**src/rtl/arb_pkg.sv**
```systemverilog
// rtl/arb_pkg.sv - shared encodings for the two-requester round-robin arbiter
package arb_pkg;
    typedef enum logic [1:0] {
        ST_IDLE  = 2'd0,
        ST_GNT_A = 2'd1,
        ST_GNT_B = 2'd2
    } arb_state_t;

    localparam logic SEL_A = 1'b0;
    localparam logic SEL_B = 1'b1;
endpackage

```
**src/rtl/mux2_word.sv**
```systemverilog
// rtl/mux2_word.sv - WIDTH-bit 2:1 mux built per bit from not/and/or gates
module mux2_word #(
    parameter int WIDTH = 8
) (
    input  logic             i_sel,
    input  logic [WIDTH-1:0] i_a,
    input  logic [WIDTH-1:0] i_b,
    output logic [WIDTH-1:0] o_y
);
    logic w_nsel;

    assign w_nsel = ~i_sel;

    for (genvar g = 0; g < WIDTH; g++) begin : g_bit
        logic w_pick_a;
        logic w_pick_b;
        assign w_pick_a = w_nsel & i_a[g];
        assign w_pick_b = i_sel  & i_b[g];
        assign o_y[g]   = w_pick_a | w_pick_b;
    end
endmodule

```
**src/rtl/mux2_rr_arbiter.sv**
```systemverilog
// rtl/mux2_rr_arbiter.sv - round-robin owner of a shared 2:1 mux onto one valid/ready channel
module mux2_rr_arbiter
    import arb_pkg::*;
#(
    parameter int WIDTH     = 8,
    parameter int MAX_BURST = 4
) (
    input  logic             clk,
    input  logic             rst_n,
    input  logic             req_a,
    input  logic [WIDTH-1:0] data_a,
    input  logic             req_b,
    input  logic [WIDTH-1:0] data_b,
    input  logic             out_ready,
    output logic             sel,
    output logic             gnt_a,
    output logic             gnt_b,
    output logic             ack_a,
    output logic             ack_b,
    output logic             out_valid,
    output logic [WIDTH-1:0] out_data
);
    localparam int BW = $clog2(MAX_BURST + 1);
    localparam logic [BW-1:0] LAST_BEAT = BW'(MAX_BURST - 1);

    arb_state_t    r_state;
    arb_state_t    w_state_nxt;
    logic [BW-1:0] r_beat_cnt;
    logic [BW-1:0] w_beat_nxt;
    logic          r_sel;
    logic          w_sel_nxt;
    logic          r_last_served;
    logic          w_last_nxt;
    logic          w_xfer;

    assign gnt_a     = (r_state == ST_GNT_A);
    assign gnt_b     = (r_state == ST_GNT_B);
    assign sel       = r_sel;
    assign out_valid = (gnt_a & req_a) | (gnt_b & req_b);
    assign w_xfer    = out_valid & out_ready;
    assign ack_a     = w_xfer & gnt_a;
    assign ack_b     = w_xfer & gnt_b;

    mux2_word #(.WIDTH(WIDTH)) u_mux (
        .i_sel (r_sel),
        .i_a   (data_a),
        .i_b   (data_b),
        .o_y   (out_data)
    );

    always_ff @(posedge clk or negedge rst_n) begin
        if (!rst_n) begin
            r_state       <= ST_IDLE;
            r_beat_cnt    <= '0;
            r_sel         <= SEL_A;
            r_last_served <= SEL_B;
        end else begin
            r_state       <= w_state_nxt;
            r_beat_cnt    <= w_beat_nxt;
            r_sel         <= w_sel_nxt;
            r_last_served <= w_last_nxt;
        end
    end

    always_comb begin
        w_state_nxt = r_state;
        w_beat_nxt  = r_beat_cnt;
        case (r_state)
            ST_IDLE: begin
                w_beat_nxt = '0;
                if (req_a && req_b)
                    w_state_nxt = (r_last_served == SEL_B) ? ST_GNT_A : ST_GNT_B;
                else if (req_a)
                    w_state_nxt = ST_GNT_A;
                else if (req_b)
                    w_state_nxt = ST_GNT_B;
            end
            ST_GNT_A: begin
                if (!req_a) begin
                    w_state_nxt = req_b ? ST_GNT_B : ST_IDLE;
                    w_beat_nxt  = '0;
                end else if (w_xfer) begin
                    // Burst exhausted: hand over if B waits, otherwise start a fresh burst
                    if (r_beat_cnt == LAST_BEAT) begin
                        w_beat_nxt = '0;
                        if (req_b)
                            w_state_nxt = ST_GNT_B;
                    end else begin
                        w_beat_nxt = r_beat_cnt + 1'b1;
                    end
                end
            end
            ST_GNT_B: begin
                if (!req_b) begin
                    w_state_nxt = req_a ? ST_GNT_A : ST_IDLE;
                    w_beat_nxt  = '0;
                end else if (w_xfer) begin
                    if (r_beat_cnt == LAST_BEAT) begin
                        w_beat_nxt = '0;
                        if (req_a)
                            w_state_nxt = ST_GNT_A;
                    end else begin
                        w_beat_nxt = r_beat_cnt + 1'b1;
                    end
                end
            end
            default: begin
                w_state_nxt = ST_IDLE;
                w_beat_nxt  = '0;
            end
        endcase
    end

    // sel and the round-robin pointer follow the owner; IDLE keeps the previous select
    always_comb begin
        w_sel_nxt  = r_sel;
        w_last_nxt = r_last_served;
        if (w_state_nxt == ST_GNT_A) begin
            w_sel_nxt  = SEL_A;
            w_last_nxt = SEL_A;
        end else if (w_state_nxt == ST_GNT_B) begin
            w_sel_nxt  = SEL_B;
            w_last_nxt = SEL_B;
        end
    end
endmodule

```
**config.mk**
```make
export PLATFORM = sky130hd
export DESIGN_NAME = mux2_rr_arbiter
export DESIGN_NICKNAME = d
export VERILOG_FILES = /design/src/rtl/arb_pkg.sv /design/src/rtl/mux2_word.sv /design/src/rtl/mux2_rr_arbiter.sv
export SDC_FILE = /design/constraint.sdc
export NUM_CORES = 1
export LEC_CHECK = 0
export CAP_MARGIN = 20
export CORE_AREA = 2 2 39 41
export CTS_BUF_LIST = sky130_fd_sc_hd__clkbuf_8 sky130_fd_sc_hd__clkbuf_16
export DETAILED_ROUTE_END_ITERATION = 8
export DIE_AREA = 0 0 41 43
export DONT_BUFFER_PORTS = 1
export RECOVER_POWER = 100
export SLEW_MARGIN = 20
export SYNTH_ARGS = -nofsm -noshare
export SYNTH_HDL_FRONTEND = slang
export SYNTH_SLANG_ARGS = --single-unit
```
**constraint.sdc**
```tcl
create_clock -name clk -period 5.99 [get_ports clk]
set_clock_uncertainty 0.15 [all_clocks]
set_input_delay 1.797 -clock clk [delete_from_list [all_inputs] [get_ports clk]]
set_output_delay 1.797 -clock clk [all_outputs]
set_load 0.1 [all_outputs]
```
==> impl_metrics.ini, run 1 <==
[critical_path]
critPathKind = in2out
worstPathCellList = a22oi_1, inv_1, and3_1, clkbuf_1
crit_slowest_cell = clkbuf_1
required_ns = 4.04
rr_worst_depth = 8
startpoint_type = input pin
crit_fanout = 7
crit_path_max_incr_delay_ns = 0.86
cp-end-kind = primary output
arrival_ns = 3.01
r2r_slack_ns = 3.09
rr_startpoint = r_state[0]
timing.rr.end = r_beat_cnt[2]

[route]
drt_iter0_drc = 14
ant_nets = 0
drt-pass1-iter-count = 4
drc_errors = 0
routed_wl_um = 1115
viasPerCell = 5.558
wl_per_cell_um = 12.97
vias = 478

[timing]
post-route-min-period_ns = 4.960
relSlewSlack = 0.1938
fin_crit_sh = 0.8280
worst_slew_pin_slew_ns = 1.209
maxSlewViolCount = 0
grt_setup_unrepaired = false
setup_tns_ns = 0
fmax_mhz = 201.6
hold_viol = 0
finalSetupViolations = 0

[layout]
layout_commonest_cell = inv_1
mostFrequentLayoutCells = inv_1, mux2_1, ha_1, dfrtp_1
drive_above_1_share = 0.1000
register_area_um2 = 176.4
multi_input_area_um2 = 361.6
nets = 98
syn2layout_area_growth_pct = 14.07
fillers = 142
n_antenna_cell = 0

[global_route]
grt_use_met3 = 0.03665
gr-total-overflow = 0
grt_pass1_wl_um = 1600
top_usage_layer = met2
antenna_found_initial = 0
use_met1 = 0.1567
grt_pass1_vias = 395
grt.total_usage = 0.1320
grt_max_degree = 11
global_route.usage.met2 = 0.2094

[logic_synthesis]
synth_cell_types = 23
ys_warn_count = 0
syn-mean-instance-area_um2 = 9.323
synth-seq-area-share = 0.3052
syn-cell-area_um2 = 578.1
syn-num-nets = 89
syn_inst = 62
ys_seq_elements = 7

[clock_network]
cts_tree = done
cts_setup_buffers = 0
path_clk_slew_ns = 0.04
clockBufferDepth = 2
clkLatencyLatePin_ns = 0.22
cts-root-buf = clkbuf_8
clock_sinks = 7
cts_resized = 0
htree_levels = 1
holdBufCountCts = 0
numCtsBuffers = 3

[placement]
hpwl_um = 923
numPortBuffers = 0
gp_congestion = 0.5995

[floorplanning]
fp-row-count = 14
initial_utilization = 0.4177
die_w_um = 41
die-height_um = 43
io_pins = 35
die-area_um2 = 1763
core_area_um2 = 1384

[run]
maxCapViolations = 0

[run_status]
status = finished clean

[worst_hold_path]
hold_path_end = r_last_served
hold_path_depth = 2
hold_path_startpoint = r_last_served
min_path_type = reg2reg
-- cells in the mapped netlist (all sizes together) --
master	count	area, um2
a21oi	4	20.02
nand4	1	6.260
nor2b	3	18.77
mux2	8	90.09
a211oi	1	7.510
a222oi	1	10.01
inv	8	30.03
dfstp	1	26.28
and3	3	18.77
buf	1	5.000
nor2	4	15.01
ha	6	75.07
o311a	1	11.26
dfrtp	6	150.1
nand3	1	5.000
a22oi	1	12.51
o21ai	1	5.000
mux2i	1	10.01
a211o	1	8.760
nand2	4	15.01
nand4b	2	17.52
o22ai	2	12.51
a21o	1	7.510
-- layer usage --
metal / up-vias / part of all wire
li1: 240 / -
met1: 209 / 0.40
met2: 27 / 0.50
met3: 2 / 0.10
met4: 0 / 0.0054
met5: - / 0
-- per-stage QoR --
stage / setup WS, ns / instance area (um2) / std cells / utilization / hold slack, ns
finish: 1.030 / 659.4 / 86 / 0.4765 / 0.3085
global route: 0.9740 / 659.4 / 86 / 0.4765 / 0.3363
CTS: 1.561 / 675.6 / 86 / 0.4882 / 0.3140
detailed placement: 1.564 / 630.6 / 82 / 0.4557 / 0.3078
global placement: 1.593 / 630.6 / 82 / 0.4557 / 0.3080
floorplan: 0.5789 / 578.1 / 62 / - / 0.2914
-- final cells by class --
cell class              count  area share
flip-flops and latches      7      0.2676
multi-input cells          46      0.5484
clock inverters             1    0.005693
repair buffers              5     0.03985
well taps                  16     0.03036
clock buffers               3     0.06262
inverters                   8     0.04554
-- worst max-delay path by stage --
stage,depth (start not counted),to,startpoint,slack [ns]
6_report,4,ack_b,req_b,1.03
5_1_grt,4,ack_a,req_b,0.97
4_1_cts,4,ack_a,req_b,1.56
3_5_place_dp,4,ack_a,req_b,1.56
3_3_place_gp,4,ack_b,req_b,1.59
2_1_floorplan,3,ack_a,req_b,0.58
-- kinds of logic (layout without fill, tap and decap cells) --
group / after synthesis / after routing / synth area share
simple gates: 18 / 18 / 0.1667
compound gates: 13 / 13 / 0.1645
mux: 9 / 9 / 0.1732
buf+inv: 9 / 17 / 0.06060
flops: 7 / 7 / 0.3052
fa+ha+maj: 6 / 6 / 0.1299
-- worst max-delay path: cells and delay by family --
family | cells | cell delay, ns
compound gates | 1 | 0.09
buf+inv | 2 | 0.97
simple gates | 1 | 0.15
-- state kept, by name, indices dropped and copies added, names as in the netlist --
signal         count
r_last_served      1
r_beat_cnt         3
sel                1
r_state            2
Power of run 1 is not shown: default switching activity piles up to over one toggle a cycle in this logic, so the estimate is an artifact.
==> inputs of run 2 (changes only) <==
clock period = 4.4 ns   (was 5.99 ns; I/O delays follow)
==> impl_metrics.ini, run 2 (synthesis results as in run 1) <==
[critical_path]
cp-end-kind = primary output
worstPathCellList = clkbuf_1, mux2_2
critical-path-top-delay-family = buffers and inverters
required_ns = 2.93
crit_slowest_cell = clkbuf_1
critPathKind = reg2out
startpoint_type = flip-flop
crit_fanout = 10
crit_buf_inv = 1
crit_path_max_incr_delay_ns = 1.14
arrival_ns = 2.42

[timing]
maxSlewViolCount = 10
post-route-min-period_ns = 3.891
fin_crit_sh = 0.8843
setup_tns_ns = 0
hold_viol = 0
relSlewSlack = -0.06138
worst_slew_pin_slew_ns = 1.592
finalSetupViolations = 0
grt_setup_unrepaired = false
fmax_mhz = 257.0

[layout]
n_antenna_cell = 0
mostFrequentLayoutCells = inv_1, mux2_2, ha_1, dfrtp_1
syn2layout_area_growth_pct = 15.58
reg_top3 = r_beat_cnt x3, r_state x2
nets = 99
largest_reg_flops = 3
layoutNonFillerInstCount = 87
regMostFlops = r_beat_cnt
drive_above_1_share = 0.2676
layout_commonest_cell = inv_1

[run_status]
violations = max-capacitance violations, max-slew violations
status = finished with violations

[global_route]
grt.total_usage = 0.1673
grt_pass1_wl_um = 1987
global_route.usage.met2 = 0.2281
top_usage_layer = met1
use_met1 = 0.2326
grt_max_degree = 11
antenna_found_initial = 0
grt_pass1_vias = 482
grt_use_met3 = 0.03665
gr-total-overflow = 0

[route]
drc_errors = 0
vias = 482
wl_per_cell_um = 14.61
drt-pass1-iter-count = 4
drt_iter0_drc = 11
routed_wl_um = 1271
ant_nets = 0
viasPerCell = 5.540

[placement]
place_inst = 83
hpwl_um = 1029
gp_congestion = 0.6494
numPortBuffers = 0

[floorplanning]
die-height_um = 43
die_w_um = 41
initial_utilization = 0.4177
die-area_um2 = 1763
core_area_um2 = 1384
fp-row-count = 14
io_pins = 35

[clock_network]
cts-root-buf = clkbuf_8
cts_setup_buffers = 0
clock_sinks = 7
numCtsBuffers = 3
clockBufferDepth = 2
cts_tree = done
clkLatencyLatePin_ns = 0.22
path_clk_slew_ns = 0.04
htree_levels = 1
cts_resized = 0
holdBufCountCts = 0

[worst_hold_path]
min_path_type = reg2reg

[run]
maxCapViolations = 1
==> run 2: changes by cell type in the layout (fill, tap and decap cells not counted), sizes merged <==
cell and delta:
clkbuf +1
==> run 2: path summary, 6_finish.rpt <==
kind | startpoint | slack, ns | end | depth (start not counted)
setup / recovery | sel | 0.51 | out_data[0] | 2
hold / removal | r_last_served | 0.32 | r_last_served | 2
setup reg to reg | r_state[1] | 1.89 | sel | 10
hold reg to reg | r_last_served | 0.32 | r_last_served | 2
max in group asynchronous | rst_n | 3.29 | r_last_served | 0
min in group asynchronous | rst_n | 0.64 | sel | 0
==> run 2: final cells by class <==
cell class | count | area [um2]
inverters | 8 | 30.03
multi-input cells | 46 | 364.1
repair buffers | 6 | 32.53
well taps | 16 | 20.02
fillers | 134 | 715.7
flip-flops and latches | 7 | 176.4
clock inverters | 1 | 3.754
clock buffers | 3 | 41.29
==> run 2: stage by stage <==
| stage | hold slack [ns] | setup slack, ns | area, um2 | util |
|---|---|---|---|---|
| 5_1_grt | 0.3552 | 0.4434 | 668.1 | 0.4828 |
| 6_report | 0.3223 | 0.5090 | 668.1 | 0.4828 |
| 2_1_floorplan | 0.2914 | 0.03781 | 580.6 | - |
| 3_3_place_gp | 0.3097 | 0.9455 | 665.6 | 0.4810 |
| 3_5_place_dp | 0.3235 | 0.9197 | 665.6 | 0.4810 |
| 4_1_cts | 0.3296 | 0.9174 | 710.7 | 0.5136 |
==> run 2: worst min-delay path: stages (launching register included) <==
cell     delay [ns]
dfstp_2        0.37
inv_1          0.04
a21oi_1        0.05
==> run 2: layer usage <==
| metal | part of all wire | up-vias |
|---|---|---|
| met2 | 0.49 | 21 |
| met1 | 0.43 | 218 |
| met5 | 0 | - |
| li1 | - | 241 |
| met4 | 0.0063 | 0 |
| met3 | 0.074 | 2 |
Power of run 2 is left out for the same reason.
==> inputs of run 3 (changes only) <==
ABC_CLOCK_PERIOD_IN_PS = 4400   (was unset)
==> results of run 3 <==
Final layout, timing and power as in run 2 (identical DEF).
Power of run 3 is left out for the same reason.
